`src/rtl/score_bcd_encoder_if.sv`:
```
// Handshake and result bundle for score_bcd_encoder.
// Build option LEADING_ZERO_BLANK_EN adds the blank vector.
interface score_bcd_encoder_if #(
  parameter int WIDTH = 14
);
  logic             start;
  logic [WIDTH-1:0] bin;
  logic             busy;
  logic             done;
  logic [3:0]       bcd0;
  logic [3:0]       bcd1;
  logic [3:0]       bcd2;
  logic [3:0]       bcd3;
  logic             overflow;
`ifdef LEADING_ZERO_BLANK_EN
  logic [3:0]       blank;

  modport master (
    output start, bin,
    input  busy, done, bcd0, bcd1, bcd2, bcd3, overflow, blank
  );
  modport slave (
    input  start, bin,
    output busy, done, bcd0, bcd1, bcd2, bcd3, overflow, blank
  );
`else
  modport master (
    output start, bin,
    input  busy, done, bcd0, bcd1, bcd2, bcd3, overflow
  );
  modport slave (
    input  start, bin,
    output busy, done, bcd0, bcd1, bcd2, bcd3, overflow
  );
`endif
endinterface

```
`src/rtl/score_bcd_encoder.sv`:
```
// Sequential double-dabble binary-to-BCD converter, one bit per clock.
// Build option LEADING_ZERO_BLANK_EN adds registered leading-zero blanking.
module score_bcd_encoder #(
  parameter int WIDTH  = 14,
  parameter int DIGITS = 4
) (
  input  logic               clock,
  input  logic               reset,
  score_bcd_encoder_if.slave bus
);
  localparam int CW = (WIDTH > 1) ? $clog2(WIDTH) : 1;

  typedef enum logic [1:0] {IDLE, SHIFT, FINISH} state_t;

  state_t              r_state;
  state_t              w_next;
  logic [WIDTH-1:0]    r_shift;
  logic [4*DIGITS-1:0] r_scratch;
  logic [4*DIGITS-1:0] w_adj;
  logic [CW-1:0]       r_cnt;
  logic                r_ovf_cap;
  logic                r_busy;
  logic                r_done;
  logic                r_overflow;
  logic [3:0]          r_bcd0;
  logic [3:0]          r_bcd1;
  logic [3:0]          r_bcd2;
  logic [3:0]          r_bcd3;
  logic                w_last;
  logic                w_bin_big;

  assign w_last    = (r_cnt == CW'(WIDTH - 1));
  assign w_bin_big = (17'(bus.bin) > 17'd9999);

  always_comb begin
    w_adj = r_scratch;
    for (int unsigned d = 0; d < DIGITS; d++) begin
      if (r_scratch[4*d +: 4] >= 4'd5)
        w_adj[4*d +: 4] = r_scratch[4*d +: 4] + 4'd3;
    end
  end

  always_ff @(posedge clock) begin
    if (reset) r_state <= IDLE;
    else       r_state <= w_next;
  end

  always_comb begin
    w_next = r_state;
    case (r_state)
      IDLE:    if (bus.start) w_next = SHIFT;
      SHIFT:   if (w_last)    w_next = FINISH;
      FINISH:  w_next = IDLE;
      default: w_next = IDLE;
    endcase
  end

`ifdef LEADING_ZERO_BLANK_EN
  logic [3:0] r_blank;
  logic [3:0] w_blank;

  // Digit i is blanked only when it and every higher digit are zero.
  always_comb begin
    w_blank    = '0;
    w_blank[3] = (r_scratch[15:12] == 4'd0);
    w_blank[2] = w_blank[3] && (r_scratch[11:8] == 4'd0);
    w_blank[1] = w_blank[2] && (r_scratch[7:4] == 4'd0);
  end

  always_ff @(posedge clock) begin
    if (reset)
      r_blank <= '0;
    else if (r_state == FINISH)
      r_blank <= r_ovf_cap ? '0 : w_blank;
  end

  assign bus.blank = r_blank;
`endif

  always_ff @(posedge clock) begin
    if (reset) begin
      r_shift    <= '0;
      r_scratch  <= '0;
      r_cnt      <= '0;
      r_ovf_cap  <= 1'b0;
      r_busy     <= 1'b0;
      r_done     <= 1'b0;
      r_overflow <= 1'b0;
      r_bcd0     <= '0;
      r_bcd1     <= '0;
      r_bcd2     <= '0;
      r_bcd3     <= '0;
    end else begin
      r_done <= 1'b0;
      case (r_state)
        IDLE: begin
          if (bus.start) begin
            r_shift   <= bus.bin;
            r_scratch <= '0;
            r_cnt     <= '0;
            r_ovf_cap <= w_bin_big;
          end
        end
        SHIFT: begin
          // busy rises on the first shift edge, one edge after the accepted start.
          r_busy                <= 1'b1;
          {r_scratch, r_shift}  <= {w_adj, r_shift} << 1;
          r_cnt                 <= r_cnt + 1'b1;
        end
        FINISH: begin
          r_busy     <= 1'b0;
          r_done     <= 1'b1;
          r_overflow <= r_ovf_cap;
          if (r_ovf_cap) begin
            r_bcd0 <= 4'd9;
            r_bcd1 <= 4'd9;
            r_bcd2 <= 4'd9;
            r_bcd3 <= 4'd9;
          end else begin
            r_bcd0 <= r_scratch[3:0];
            r_bcd1 <= r_scratch[7:4];
            r_bcd2 <= r_scratch[11:8];
            r_bcd3 <= r_scratch[15:12];
          end
        end
        default: ;
      endcase
    end
  end

  assign bus.busy     = r_busy;
  assign bus.done     = r_done;
  assign bus.overflow = r_overflow;
  assign bus.bcd0     = r_bcd0;
  assign bus.bcd1     = r_bcd1;
  assign bus.bcd2     = r_bcd2;
  assign bus.bcd3     = r_bcd3;
endmodule

```
`src/flat_wrapper.sv`:
```
// flat-port wrapper written by rule: the top's interface ports become plain ports
module score_bcd_encoder_flat 
#(
  parameter int WIDTH  = 14,
  parameter int DIGITS = 4
)
  (clock, reset, bus_start, bus_bin, bus_busy, bus_done, bus_bcd0, bus_bcd1, bus_bcd2, bus_bcd3, bus_overflow);
  score_bcd_encoder_if #(.WIDTH(WIDTH)) bus_i ();
  input  logic clock;
  input  logic reset;
  input wire logic [$bits(bus_i.start)-1:0] bus_start;
  input wire logic [$bits(bus_i.bin)-1:0] bus_bin;
  output wire logic [$bits(bus_i.busy)-1:0] bus_busy;
  output wire logic [$bits(bus_i.done)-1:0] bus_done;
  output wire logic [$bits(bus_i.bcd0)-1:0] bus_bcd0;
  output wire logic [$bits(bus_i.bcd1)-1:0] bus_bcd1;
  output wire logic [$bits(bus_i.bcd2)-1:0] bus_bcd2;
  output wire logic [$bits(bus_i.bcd3)-1:0] bus_bcd3;
  output wire logic [$bits(bus_i.overflow)-1:0] bus_overflow;
  assign bus_i.start = bus_start;
  assign bus_i.bin = bus_bin;
  assign bus_busy = bus_i.busy;
  assign bus_done = bus_i.done;
  assign bus_bcd0 = bus_i.bcd0;
  assign bus_bcd1 = bus_i.bcd1;
  assign bus_bcd2 = bus_i.bcd2;
  assign bus_bcd3 = bus_i.bcd3;
  assign bus_overflow = bus_i.overflow;
  score_bcd_encoder #(.WIDTH(WIDTH), .DIGITS(DIGITS)) u_core (.clock(clock), .reset(reset), .bus(bus_i));
endmodule
```
`config.mk`:
```
export PLATFORM = sky130hd
export DESIGN_NAME = score_bcd_encoder_flat
export DESIGN_NICKNAME = d
export VERILOG_FILES = /design/src/rtl/score_bcd_encoder_if.sv /design/src/rtl/score_bcd_encoder.sv /design/src/flat_wrapper.sv
export SDC_FILE = /design/constraint.sdc
export NUM_CORES = 1
export LEC_CHECK = 0
export CAP_MARGIN = 15
export CORE_MARGIN = 10
export CORE_UTILIZATION = 41
export DETAILED_ROUTE_END_ITERATION = 16
export MAX_ROUTING_LAYER = met4
export PLACE_DENSITY_LB_ADDON = 0.2
export SLEW_MARGIN = 25
export SYNTH_ARGS = -nofsm -noshare
export SYNTH_HDL_FRONTEND = slang
export SYNTH_SLANG_ARGS = --single-unit
```
`constraint.sdc`:
```
create_clock -name clock -period 2.85 [get_ports clock]
set_input_delay 0.57 -clock clock [delete_from_list [all_inputs] [get_ports clock]]
set_output_delay 0.57 -clock clock [all_outputs]
set_load 0.005 [all_outputs]
```
# Yosys cells after proc, flatten, opt, wreduce, memory -nomap -nowiden
# Index checks and enable logic that the tools add are counted.
[totals] reg_bits=56 latch_bits=0 ram_bits=0 romBits=0 inputBits=17 elab_cells=52 mem_count=0
[op_classes] add_sub_neg=5 multipliers=0 n_div=0 magnitude_cmp=5 n_eq_ne=5 n_shift=0 mux=19 n_bitwise=0 reduce_logical=6
[op_table] op="4-bit two-way mux" n=8
[op_table] op="16-bit one-hot mux with 2 select lines" n=1
[op_table] op="14-bit one-hot mux with 2 select lines" n=1
[op_table] op="4-bit by 3-bit >= comparator with 1-bit output (second input constant)" n=4
[op_table] op="16-bit two-way mux" n=1
[op_table] op="14-bit > comparator (second input constant)" n=1
[op_table] op="14-bit two-way mux" n=1
[op_table] op="4-bit by 2-bit adder with 4-bit output (second input constant)" n=3
[op_table] op="4-bit one-hot mux with 2 select lines" n=1
[op_table] op="2-bit AND reduction" n=3
[op_table] op="4-bit by 1-bit adder with 4-bit output (second input constant)" n=1
[op_table] op="4-bit == test (second input constant)" n=1
[op_table] op="2-bit two-way mux" n=2
[op_table] op="2-bit one-hot mux with 2 select lines" n=1
[op_table] op="2-bit nonzero test" n=2
[op_table] op="3-bit by 2-bit adder with 3-bit output (second input constant)" n=1
[op_table] op="3-bit two-way mux" n=1
[op_table] op="2-bit by 1-bit == test with 1-bit output (second input constant)" n=1
[op_table] op="2-bit == test (second input constant)" n=1
[op_table] op="2-bit logical NOT" n=1
[op_table] op="2-bit by 1-bit != test with 1-bit output (second input constant)" n=1
[op_table] op="2-bit != test (second input constant)" n=1
[op_table] op="1-bit one-hot mux with 2 select lines" n=1
[op_table] op="1-bit two-way mux" n=1

# Longest topological paths before layout
[depth] word_depth=3 ltp_mapped=8

# Worst setup path before layout
# No wires, ideal clock.
[synth_path] path_type="register to register" start="register u_core.r_state[0]" end="register u_core.r_scratch[12]" setup_time_ps=117 arrival_ps=1454 slack_ps=1279 path_stages_with_launch=9 path_cell_list="dfxtp_1 -> inv_1 -> ha_1 -> nor2b_1 -> buf_6 -> nor2_8 -> nor2_2 -> buf_6 -> a22o_1"
[synth_between] elab_chain_cells=3 elab_cells_between_ends=6 classes_between="eq/ne: 2; mux: 1; reduce/logical: 3"
[synth_rtl] element="from (decl)" line="score_bcd_encoder.sv:15" rtl="state_t r_state;"
[synth_rtl] element="from (signal assigned)" line="score_bcd_encoder.sv:45" rtl="else r_state <= w_next;"
[synth_rtl] element="2-bit by 1-bit == test with 1-bit output / 2-bit logical NOT (equally long branches)" line="score_bcd_encoder.sv:95" rtl="case (r_state)"
[synth_rtl] element="2-bit nonzero test (no line) / 2-bit != test (equally long branches)"
[synth_rtl] element="2-bit AND reduction (no line)"
[synth_rtl] element="to (signal assigned)" line="score_bcd_encoder.sv:107" rtl="{r_scratch, r_shift} <= {w_adj, r_shift} << 1;"
[synth_rtl] element="to (decl)" line="score_bcd_encoder.sv:18" rtl="logic [4*DIGITS-1:0] r_scratch;"
# Parallel ways exist; a longest one is shown, timed or not.
# A chain may end at the register's enable or synchronous reset.

# Worst setup path in the final report
[layout_path] start="register u_core.r_state[1]" end="register u_core.r_scratch[4]"
# The elaborated chain is that of the path after synthesis.

==> impl_metrics.json <==
{
  "outcome": "finished clean",
  "syn_to_final_growth_pct": 19.8,
  "clk_pin_slew_ps": 100,
  "required_ps": 3100,
  "fin_crit_sh": 0.685,
  "min_period_ps": 1950,
  "arrival_ps": 2200,
  "startpoint": "u_core.r_state[1]$_SDFFE_PP0P_",
  "cts.sinks": 56,
  "power_frac_clock": 0.355,
  "cts_resized": 0,
  "postCtsHoldBufs": 0,
  "endpoint": "u_core.r_scratch[4]$_SDFFE_PP0P_",
  "hp-class": "reg -> reg",
  "wl_um": 5760,
  "end_kind": "flop",
  "num_vias": 2051,
  "grt_max_degree": 28,
  "rsz0062_at_grt": "false",
  "p_switching_w": 0.000448,
  "cts_made_buffers": 5,
  "skew_ps": 14.6,
  "clock.fmax_mhz": 512,
  "intPower_w": 0.00130,
  "antenna_found_initial": 0,
  "vias_per_cell": 5.22,
  "synth_seq_cells": 56,
  "cp-start-kind": "flop",
  "r2r_start": "u_core.r_state[1]$_SDFFE_PP0P_",
  "max-cap-violations": 0,
  "fin_nets": 346,
  "final_layout_size_suffix_gt1_frac": 0.0601,
  "syn_area_per_cell_sq_um": 9.17,
  "cts_max_level": 2,
  "ff2ff_setup_slack_ps": 900,
  "portBuffers": 35,
  "cts_root_buffer": "clkbuf_8",
  "die_w_um": 99.8,
  "gr-total-overflow": 0,
  "utilization": 0.499,
  "worstSetupPathType": "reg -> reg",
  "layoutNonFillerInstCount": 393,
  "final_cell_mix": "dfxtp_1 (56), nor2_1 (47), clkdlybuf4s50_1 (34)",
  "routabilityCongestion": 0.793,
  "cts_tree": "done",
  "slew_headroom": 0.581,
  "worst_slew_pin_slew_ps": 624,
  "drc": 0,
  "place_hpwl_um": 4250,
  "setup_viol": 0,
  "diodes": 0,
  "wl_per_cell_um": 14.7,
  "syn_nets": 316,
  "placed_cells": 385,
  "yosysTopAreaCellShare": 0.429,
  "dieArea_sq_um": 9970,
  "syn_area_sq_um": 2610,
  "netlist_instances": 285,
  "power.leakage_nw": 1.16,
  "vdd_drop_max_mv": 0.353,
  "r2r-end": "u_core.r_scratch[4]$_SDFFE_PP0P_",
  "hold_viol": 0,
  "insertion_delay_ps": 310,
  "slew_violations": 0,
  "dr.first_iter.drc_count": 103,
  "grt_pass1_vias": 2064,
  "postRouteAntennaNets": 0,
  "tns_ps": 0,
  "die_y_um": 99.8,
  "synth_area_leaders": "dfxtp_1 (43%), mux2i_1 (8.0%), nor2_1 (6.8%), ha_1 (6.7%), a211oi_1 (4.9%)",
  "pwr-share-comb": 0.154,
  "grt_pass1_wl_um": 9850,
  "crit_fanout": 27,
  "synth_warnings": 0,
  "p_seq_frac": 0.491,
  "grt_use_total": 0.121,
  "yosysTopAreaCell": "dfxtp_1",
  "first_pass_iters": 4,
  "post_cts_buffers": 0,
  "core_sq_um": 6280,
  "layout_commonest_cell": "dfxtp_1",
  "swShare": 0.257,
  "cts_buffer_depth": 2,
  "post_synth_num_cell_types": 33,
  "ys_seq_area_frac": 0.429,
  "rows": 29,
  "initial_utilization": 0.416,
  "ios": 36,
  "power_density_nw_per_um2": 557,
  "r2r_cells": 7
}
-- cells in the mapped netlist --
cell type	number
a211oi_1	17
nor2_1	47
inv_1	12
nand3_1	6
nor4_1	1
nor3_1	4
nor3b_1	2
o22ai_1	3
a21o_1	1
nor4b_1	3
nor2b_1	2
xnor2_1	7
o21ai_0	10
nand3b_1	2
nor2_8	1
ha_1	14
a2bb2oi_1	2
buf_6	4
nor2_2	2
a211oi_2	1
mux2i_1	21
and2_1	2
clkbuf_1	7
buf_2	7
or3_1	2
o32ai_1	1
a22oi_1	5
nand2_1	9
dfxtp_1	56
a21oi_1	15
o21ai_1	1
nand2b_1	7
a22o_1	11
-- final cells by class --
type | count | area [sq um]
Clock inverter | 3 | 68.8
Multi-Input combinational cell | 199 | 1340
Tap cell | 77 | 96.3
Fill cell | 605 | 3150
Inverter | 12 | 45.0
Sequential cell | 56 | 1120
Timing Repair Buffer | 41 | 390
Clock buffer | 5 | 68.8
-- worst min path at each step --
stage / slack, ps / from / to / cells past startpoint
6_report: 470 / u_core.bus.bcd1[1]$_SDFFE_PP0P_ / u_core.bus.bcd1[1]$_SDFFE_PP0P_ / 2
5_1_grt: 510 / u_core.bus.bcd1[1]$_SDFFE_PP0P_ / u_core.bus.bcd1[1]$_SDFFE_PP0P_ / 2
4_1_cts: 470 / u_core.bus.bcd1[1]$_SDFFE_PP0P_ / u_core.bus.bcd1[1]$_SDFFE_PP0P_ / 2
3_5_place_dp: 460 / u_core.bus.bcd1[1]$_SDFFE_PP0P_ / u_core.bus.bcd1[1]$_SDFFE_PP0P_ / 2
3_3_place_gp: 460 / u_core.bus.bcd1[1]$_SDFFE_PP0P_ / u_core.bus.bcd1[1]$_SDFFE_PP0P_ / 2
2_1_floorplan: 460 / u_core.r_shift[0]$_SDFFE_PP0P_ / u_core.r_shift[0]$_SDFFE_PP0P_ / 2
-- per-stage QoR --
step	instance area [sq um]	power (W)	hold slack [ps]	setup slack, ps
final	3130	0.00174	473	898
after global routing	3130	0.00182	506	720
after CTS	3130	0.00176	472	899
after detailed placement	2990	0.00114	458	664
after global placement	2990	0.00114	457	684
after floorplan	2610	0.00108	457	1280
-- registers in the layout, indices dropped and copies added, names as in the netlist --
register	cells
u_core.bus.done	1
u_core.r_cnt	4
u_core.r_scratch	16
u_core.r_shift	14
u_core.bus.bcd0	4
u_core.r_state	2
u_core.bus.bcd1	4
u_core.bus.overflow	1
u_core.bus.bcd2	4
u_core.bus.busy	1
u_core.bus.bcd3	4
u_core.r_ovf_cap	1
-- critical path, cell delays in order, from the launching register on --
cell     delay [ps]
dfxtp_1         370
inv_1            80
ha_1            200
buf_4           210
nor2_1          310
nor2_8          130
nor2_2          390
a22o_1          210
-- metal layers --
layer  global-route usage  up-vias  part of all wire
li1                     -     1059                 -
met1                0.149      947              0.50
met2                0.190       41              0.45
met3               0.0391        4             0.048
met4               0.0265        0            0.0054
met5                    -        -                 0
-- power by group through the flow --
stage	clock, W	combinational [W]	sequential (W)
global route	0.000661	0.000299	0.000862
global placement	0	0.000267	0.000872
floorplan	0	0.000221	0.000862
CTS	0.000634	0.000271	0.000857
finish	0.000620	0.000268	0.000856
detailed placement	0	0.000269	0.000874
-- logic make-up (layout without fill, tap and decap cells) --
group           count (synthesis)  count (layout)  share of synthesized area
xor+xnor                        7               7                     0.0235
fa+ha+maj                      14              14                     0.0671
mux                            21              21                     0.0805
flops                          56              56                      0.429
buf+inv                        30              61                     0.0579
simple gates                   90              90                      0.167
compound gates                 67              67                      0.175
No activity file was read; power rests on OpenSTA's default activity.
